`src/rtl/boot_loader_ctrl.sv`:
```
// Boot loader sequencer: receives a length/instructions/checksum image on a
// valid/ready stream, writes it into instruction memory and releases the CPU reset.
module boot_loader_ctrl #(
  parameter int ADDR_W  = 8,
  parameter int TIMEOUT = 1024
) (
  input  logic              clk,
  input  logic              reset,
  input  logic [18:0]       in_data,
  input  logic              in_valid,
  output logic              in_ready,
  input  logic              reload,
  output logic              imem_we,
  output logic [ADDR_W-1:0] imem_addr,
  output logic [18:0]       imem_wdata,
  output logic              cpu_rst,
  output logic              busy,
  output logic              done,
  output logic              err,
  output logic [1:0]        err_code,
  output logic [2:0]        dbg_state
);

  // Stream handshake: a word transfers on a rising edge where in_valid and
  // in_ready are both high; in_ready never depends on in_valid.

  typedef enum logic [2:0] {
    S_LEN  = 3'd0,
    S_DATA = 3'd1,
    S_CSUM = 3'd2,
    S_RUN  = 3'd3,
    S_ERR  = 3'd4
  } state_t;

  localparam int                CNT_W     = $clog2(TIMEOUT + 1);
  localparam logic [18:0]       MAX_LEN   = 19'(2 ** ADDR_W);
  localparam logic [CNT_W-1:0]  IDLE_LAST = CNT_W'(TIMEOUT - 1);
  localparam logic [CNT_W-1:0]  IDLE_ONE  = CNT_W'(1);
  localparam logic [ADDR_W:0]   IDX_ONE   = (ADDR_W+1)'(1);

  localparam logic [1:0] EC_NONE = 2'b00;
  localparam logic [1:0] EC_LEN  = 2'b01;
  localparam logic [1:0] EC_CSUM = 2'b10;
  localparam logic [1:0] EC_TOUT = 2'b11;

  state_t            state_q;
  state_t            state_d;
  logic [1:0]        err_code_d;
  logic [ADDR_W:0]   count_q;
  logic [ADDR_W:0]   index_q;
  logic [18:0]       csum_q;
  logic [CNT_W-1:0]  idle_q;

  logic accept;
  logic in_xfer;
  logic len_ok;
  logic last_word;
  logic timeout_hit;
  logic csum_match;

  logic cpu_rst_d;
  logic busy_d;
  logic done_d;
  logic err_d;

  assign in_xfer     = (state_q == S_DATA) || (state_q == S_CSUM);
  assign in_ready    = ((state_q == S_LEN) || in_xfer) && !reload && reset;
  assign accept      = in_valid && in_ready;
  assign len_ok      = (in_data != 19'd0) && (in_data <= MAX_LEN);
  assign last_word   = (index_q == (count_q - IDX_ONE));
  assign csum_match  = (in_data == csum_q);
  assign timeout_hit = in_xfer && !accept && (idle_q == IDLE_LAST);
  assign dbg_state   = state_q;

  // State register
  always_ff @(posedge clk) begin
    if (!reset) begin
      state_q <= S_LEN;
    end else begin
      state_q <= state_d;
    end
  end

  // Next-state logic; reload overrides everything, including an error hold.
  always_comb begin
    state_d    = state_q;
    err_code_d = err_code;
    if (reload) begin
      state_d    = S_LEN;
      err_code_d = EC_NONE;
    end else begin
      case (state_q)
        S_LEN: begin
          if (accept) begin
            if (len_ok) begin
              state_d = S_DATA;
            end else begin
              state_d    = S_ERR;
              err_code_d = EC_LEN;
            end
          end
        end
        S_DATA: begin
          if (accept && last_word) begin
            state_d = S_CSUM;
          end else if (timeout_hit) begin
            state_d    = S_ERR;
            err_code_d = EC_TOUT;
          end
        end
        S_CSUM: begin
          if (accept) begin
            if (csum_match) begin
              state_d = S_RUN;
            end else begin
              state_d    = S_ERR;
              err_code_d = EC_CSUM;
            end
          end else if (timeout_hit) begin
            state_d    = S_ERR;
            err_code_d = EC_TOUT;
          end
        end
        S_RUN:   state_d = S_RUN;
        S_ERR:   state_d = S_ERR;
        default: state_d = S_LEN;
      endcase
    end
  end

  // Output decode of the next state; registered below so the outputs line up
  // with the state register.
  always_comb begin
    cpu_rst_d = (state_d != S_RUN);
    busy_d    = (state_d == S_DATA) || (state_d == S_CSUM);
    done_d    = (state_d == S_RUN);
    err_d     = (state_d == S_ERR);
  end

  always_ff @(posedge clk) begin
    if (!reset) begin
      cpu_rst  <= 1'b1;
      busy     <= 1'b0;
      done     <= 1'b0;
      err      <= 1'b0;
      err_code <= EC_NONE;
    end else begin
      cpu_rst  <= cpu_rst_d;
      busy     <= busy_d;
      done     <= done_d;
      err      <= err_d;
      err_code <= err_code_d;
    end
  end

  // Image datapath: length, word index, running checksum and idle counter.
  always_ff @(posedge clk) begin
    if (!reset) begin
      count_q <= '0;
      index_q <= '0;
      csum_q  <= '0;
      idle_q  <= '0;
    end else if (reload) begin
      index_q <= '0;
      csum_q  <= '0;
      idle_q  <= '0;
    end else begin
      case (state_q)
        S_LEN: begin
          idle_q <= '0;
          if (accept && len_ok) begin
            count_q <= in_data[ADDR_W:0];
            index_q <= '0;
            csum_q  <= '0;
          end
        end
        S_DATA: begin
          if (accept) begin
            index_q <= index_q + IDX_ONE;
            csum_q  <= csum_q + in_data;
            idle_q  <= '0;
          end else begin
            idle_q  <= idle_q + IDLE_ONE;
          end
        end
        S_CSUM: begin
          if (accept) begin
            idle_q <= '0;
          end else begin
            idle_q <= idle_q + IDLE_ONE;
          end
        end
        default: idle_q <= '0;
      endcase
    end
  end

  // Instruction memory write port: one registered strobe per DATA word.
  // A write captured just before a reload still goes out the next cycle.
  always_ff @(posedge clk) begin
    if (!reset) begin
      imem_we    <= 1'b0;
      imem_addr  <= '0;
      imem_wdata <= '0;
    end else begin
      imem_we <= accept && (state_q == S_DATA);
      if (accept && (state_q == S_DATA)) begin
        imem_addr  <= index_q[ADDR_W-1:0];
        imem_wdata <= in_data;
      end
    end
  end

  a_no_ready_when_idle: assert property (
    @(posedge clk) disable iff (!reset)
    ((state_q == S_RUN) || (state_q == S_ERR)) |-> !in_ready
  );

  a_cpu_rst_tracks_run: assert property (
    @(posedge clk) disable iff (!reset)
    cpu_rst == (state_q != S_RUN)
  );

  a_err_code_only_in_err: assert property (
    @(posedge clk) disable iff (!reset)
    (state_q != S_ERR) |-> (err_code == EC_NONE)
  );

endmodule

```
`config.mk`:
```
export PLATFORM = sky130hd
export DESIGN_NAME = boot_loader_ctrl
export DESIGN_NICKNAME = d
export VERILOG_FILES = /design/src/rtl/boot_loader_ctrl.sv
export SDC_FILE = /design/constraint.sdc
export NUM_CORES = 1
export LEC_CHECK = 0
export ABC_CLOCK_PERIOD_IN_PS = 3800
export CAP_MARGIN = 20
export CELL_PAD_IN_SITES_DETAIL_PLACEMENT = 0
export CELL_PAD_IN_SITES_GLOBAL_PLACEMENT = 1
export CORE_MARGIN = 5
export CORE_UTILIZATION = 41
export DETAILED_ROUTE_END_ITERATION = 8
export PLACE_DENSITY = 0.89
export SLEW_MARGIN = 20
export SYNTH_ARGS = -nofsm -noshare
export SYNTH_HDL_FRONTEND = slang
export SYNTH_SLANG_ARGS = --single-unit
export TNS_END_PERCENT = 30
```
`constraint.sdc`:
```
create_clock -name clk -period 3.8 [get_ports clk]
set_clock_uncertainty 0.2 [all_clocks]
set_input_delay 0.76 -clock clk [delete_from_list [all_inputs] [get_ports clk]]
set_output_delay 0.76 -clock clk [all_outputs]
set_load 0.01 [all_outputs]
```
Word level (Yosys, flattened, before mapping)

Index checks and enable logic that the tools add are counted.

Multiply operators: 0
Add/sub/neg operators: 4
Reductions and logical operators: 24
Bitwise gates (word level): 3
$lt $le $gt $ge: 1
Shift operators: 0
Multiplexer cells: 21
Eq/ne operators: 18
Divide/modulo/power cells: 0

Operators by type and width:

| operator                                              | number |
|---|---|
| two-way mux 19 bit                                    | 2 |
| one-hot mux 19 bit (2 select lines)                   | 1 |
| two-way mux 3 bit                                     | 7 |
| adder 19 bit                                          | 1 |
| equality test 19 bit                                  | 1 |
| <= comparator 19 x 9 -> 1 bit, second input constant  | 1 |
| nonzero test 19 bit                                   | 1 |
| two-way mux 9 bit                                     | 2 |
| one-hot mux 9 bit (2 select lines)                    | 1 |
| one-hot mux 3 bit (5 select lines)                    | 1 |
| equality test 3 x 2 -> 1 bit, second input constant   | 4 |
| two-way mux 2 bit                                     | 6 |
| adder 11 x 1 -> 11 bit, second input constant         | 1 |
| equality test 11 x 10 -> 1 bit, second input constant | 1 |
| adder 9 x 1 -> 9 bit, second input constant           | 1 |
| equality test 9 bit                                   | 1 |
| logical AND 1 bit                                     | 9 |
| subtractor 9 x 1 -> 9 bit, second input constant      | 1 |
| != test 2 bit, second input constant                  | 4 |
| equality test 3 x 1 -> 1 bit, second input constant   | 2 |
| equality test 3 bit, second input constant            | 2 |
| one-hot mux 2 bit (3 select lines)                    | 1 |
| AND reduction 3 bit                                   | 2 |
| AND reduction 5 bit                                   | 1 |
| other kinds (11)                                      | 17 |

Memories kept: 0
Input bits: 23
Output and inout bits: 38
Bits in read-only memories: 0
Latch bits: 0
Flip-flop bits (word level): 85
Memory bits (writable): 0
Logic and storage cells: 84

Longest topological paths before layout

Depth in word-level cells: 15
Depth in mapped cells: 12
Mapped depth without buffers: 10

Worst setup path after synthesis

OpenSTA, ideal clock, no wires.

Path kind: input -> register
Start: input in_data[16]
End: register cpu_rst
Arrival time: 2940 ps
Data required time: 3480 ps
Stages: 8
Path slack: 540 ps
Cell sequence: ha_1 or4_1 nor4_1 or2_2 a31oi_1 a2111oi_2 o211ai_1 or2_1

Longest elaborated chain between the ends: 7
Elaborated cells between the ends (all ways): 11
Classes of those cells: order compare: 1; eq/ne: 2; mux: 6; reduce/logical: 2

RTL lines:

| item                                                                        | RTL line | text |
|---|---|---|
| start: declaration                                                          | 9        | `input logic [18:0] in_data,` |
| <= comparator 19 x 9 -> 1 bit / nonzero test 19 bit (equally long branches) | 69       | `assign len_ok = (in_data != 19'd0) && (in_data <= MAX_LEN);` |
| logical AND 1 bit                                                           | 69       |  |
| two-way mux 3 bit                                                           | 95       | `if (len_ok) begin` |
| two-way mux 3 bit                                                           | 94       | `if (accept) begin` |
| one-hot mux 3 bit (5 select lines) *                                        | 92       | `case (state_q)` |
| two-way mux 3 bit *                                                         | 88       | `if (reload) begin` |
| != test 3 x 2 -> 1 bit *                                                    | 134      | `cpu_rst_d = (state_d != S_RUN);` |
| end signal: assignment                                                      | 148      | `cpu_rst <= cpu_rst_d;` |
| end: declaration                                                            | 16       | `output logic cpu_rst,` |

Mark *: on every way between the ends. The rest lies on a longest branch, timed or not.
A chain may end at the register's enable or synchronous reset.

Worst setup path after layout

Start: input in_data[15]
End: register cpu_rst

The elaborated chain is that of the path after synthesis.

==> flow_summary.yaml <==
run_status:
  status: "finished clean"
synth:
  syn_avg_cell_area_um2: 8.35
  yosysSeqAreaShare: 0.380
  yosys_most_used_dff: "dfxtp_1"
  netlist.area_leader.share: 0.380
  syn-cell-area_um2: 4480
  syn_nets: 581
  synth.most_common_cell: "dfxtp_1"
  async_flop_share: 0
  synth_edf_count: 0
  yosysWarnings: 0
  syn_inst: 536
  synthTopCellsByCount: "dfxtp_1, nand2_1, nor2_1"
  yosys.area.top_type: "dfxtp_1"
  synth_seq_cells: 85
  synth.distinct_cells: 62
  synth_area_leaders: "dfxtp_1, nand2_1, ha_1, a21boi_0, xnor2_1"
floorplan:
  die_x_um: 114
  dieHeight_um: 114
  start_util: 0.415
  placementRows: 38
  core_um2: 10800
  io_pins: 61
  dieArea_um2: 13100
power:
  leakagePower_nw: 2.08
  switchingPower_uw: 411
  peakVddDrop_v: 0.000139
  p_per_area_nw_per_um2: 310
  clockPowerShare: 0.418
  swShare: 0.236
  p_total_mw: 1.74
  p_comb_frac: 0.070
  power_frac_seq: 0.512
  p_int_mw: 1.33
cts:
  hold_buffers: 0
  clock_latency_ps: 380
  cts_tree: "yes"
  cts.sinks: 85
  clk_pin_slew_ps: 80
  post_cts_resized: 0
  cts_setup_buffers: 0
  cts_max_path_buffers: 2
  h-tree-depth: 3
  cts_root_buf: "clkbuf_8"
  cts_made_buffers: 9
global_routing:
  grt_pass1_vias: 3779
  antenna_found_initial: 0
  overflow: 0
  grt_use_total: 0.176
  grt_max_degree: 40
  grt_first_pass_wirelength_mm: 18.6
flow_run:
  cap_viol_max_count: 0
setup_path:
  startpoint_type: "input port"
  rr_endpoint: "cpu_rst"
  reg2regPathDepth: 10
  crit_path_max_fanout: 3
  setup.worst_path.end_class: "register"
  path_class: "input port to register"
  cp.required_ps: 3870
  reg2reg_slack_ps: 770
  rr_startpoint: "count_q[0]"
  cp.arrival_ps: 3550
placement:
  dp_hpwl_mm: 8.32
  dp.cells: 741
  gp_congestion: 0.898
  placed_cell_area_um2: 5400
  portBuffers: 60
layout:
  diodes: 0
  ff_latch_area_um2: 1700
  final_layout_size_suffix_gt1_frac: 0.0940
  syn_to_final_growth_pct: 25.5
  fill_cells: 1036
  instances_no_fill: 757
  multi_input_area_um2: 2600
  fin_area_um2: 5620
  utilization: 0.521
  final_nets: 657
min_path:
  hold_class: "register to register"
  min_to: "imem_wdata[11]"
  min_from: "imem_wdata[11]"
  whs_path_depth: 2
detailed_routing:
  wl_met2_mm: 5.45
  wl_met3_um: 522
  top_layer: "met4"
  routedWlPerCell_um: 15.0
  routed_via_density: 5.27
  drc: 0
  final_antenna_net_count: 0
  met1_length_mm: 5.17
  vias: 3986
  drtIter0Drc: 213
  first_pass_iters: 4
  routed_wl_mm: 11.3
timing:
  slew_viol_final: 0
  setup_viol: 0
  holdWs_ps: 266
  fin_crit_ps: 3480
  period_share: 0.915
  worstMarginPinSlew_ps: 631
  fmax_ghz: 0.288
  maxSlewHeadroom: 0.578
  finalHoldViolCount: 0
  rsz0062_at_grt: "no"
==> cell families after synthesis <==
| group | Yosys count | share of synthesized area |
|---|---|---|
| simple gates | 228 | 0.250 |
| compound gates | 109 | 0.163 |
| flops | 85 | 0.380 |
| xor+xnor | 41 | 0.0802 |
| buf+inv | 40 | 0.0388 |
| fa+ha+maj | 22 | 0.0632 |
| mux | 11 | 0.0249 |
==> area by class of cell <==
cell class	count	area share
multi-input combinational	411	0.463
sequential	85	0.303
timing repair buffer	93	0.155
tap	140	0.0312
clock buffer	10	0.0227
clock inverter	6	0.0169
inverter	12	0.00802
==> how the worst max path moves through the flow <==
stage	start	end	depth (start not counted)
floorplan	in_data[16]	cpu_rst	8
global placement	in_data[15]	cpu_rst	10
detailed placement	in_data[15]	cpu_rst	10
CTS	in_data[15]	cpu_rst	10
global route	in_data[0]	csum_q[18]	11
finish	in_data[15]	cpu_rst	10
==> cell usage in the layout (no fill, tap or decap), types with 4 or more instances in the layout <==
| cell | instances |
|---|---|
| a21oi_1 | 31 |
| inv_1 | 11 |
| nand2_1 | 84 |
| nor4_1 | 12 |
| ha_1 | 21 |
| xor2_1 | 16 |
| or3_1 | 5 |
| buf_4 | 31 |
| a21boi_0 | 30 |
| clkdlybuf4s50_1 | 60 |
| xnor2_1 | 25 |
| nand3_1 | 23 |
| nor2_1 | 38 |
| o21ai_0 | 14 |
| and3_1 | 6 |
| nand4_1 | 7 |
| clkbuf_8 | 9 |
| nor3_1 | 12 |
| mux2i_1 | 10 |
| dfxtp_1 | 85 |
| nor2b_1 | 15 |
| nand2b_1 | 4 |
==> registers in the layout (all words and copies together), names as in the netlist <==
register / cells
done: 1
imem_wdata: 19
err: 1
imem_addr: 8
cpu_rst: 1
dbg_state: 3
imem_we: 1
err_code: 2
busy: 1
csum_q: 19
count_q: 9
idle_q: 11
index_q: 9
==> power groups by stage <==
stage	registers, mW	clock network, mW	logic (mW)
after floorplan	0.912	0	0.0524
after global placement	0.912	0	0.119
after detailed placement	0.912	0	0.120
after CTS	0.891	0.744	0.121
after global routing	0.892	0.779	0.131
final	0.891	0.727	0.122
==> layer usage <==
metal | vias up | track usage
li1 | 2034 | -
met1 | 1877 | 0.225
met2 | 61 | 0.293
met3 | 14 | 0.0412
met4 | 0 | 0.0546
met5 | - | 0
==> worst max-delay path, stage by stage <==
cell and delay [ps]:
clkdlybuf4s50_1 440, ha_1 310, or4_1 560, nor4_1 320, buf_4 180, or2_2 100, a31oi_1 90, a2111oi_2 410
o211ai_1 160, or2_1 230
==> through the flow <==
stage          setup slack (ps)  TNS (ps)
6_report                    325         0
5_1_grt                     119         0
4_1_cts                     308         0
3_5_place_dp              -97.2      -214
3_3_place_gp              -60.3     -69.5
2_1_floorplan               540         0
Note: power is estimated with default switching activity, not from simulation.
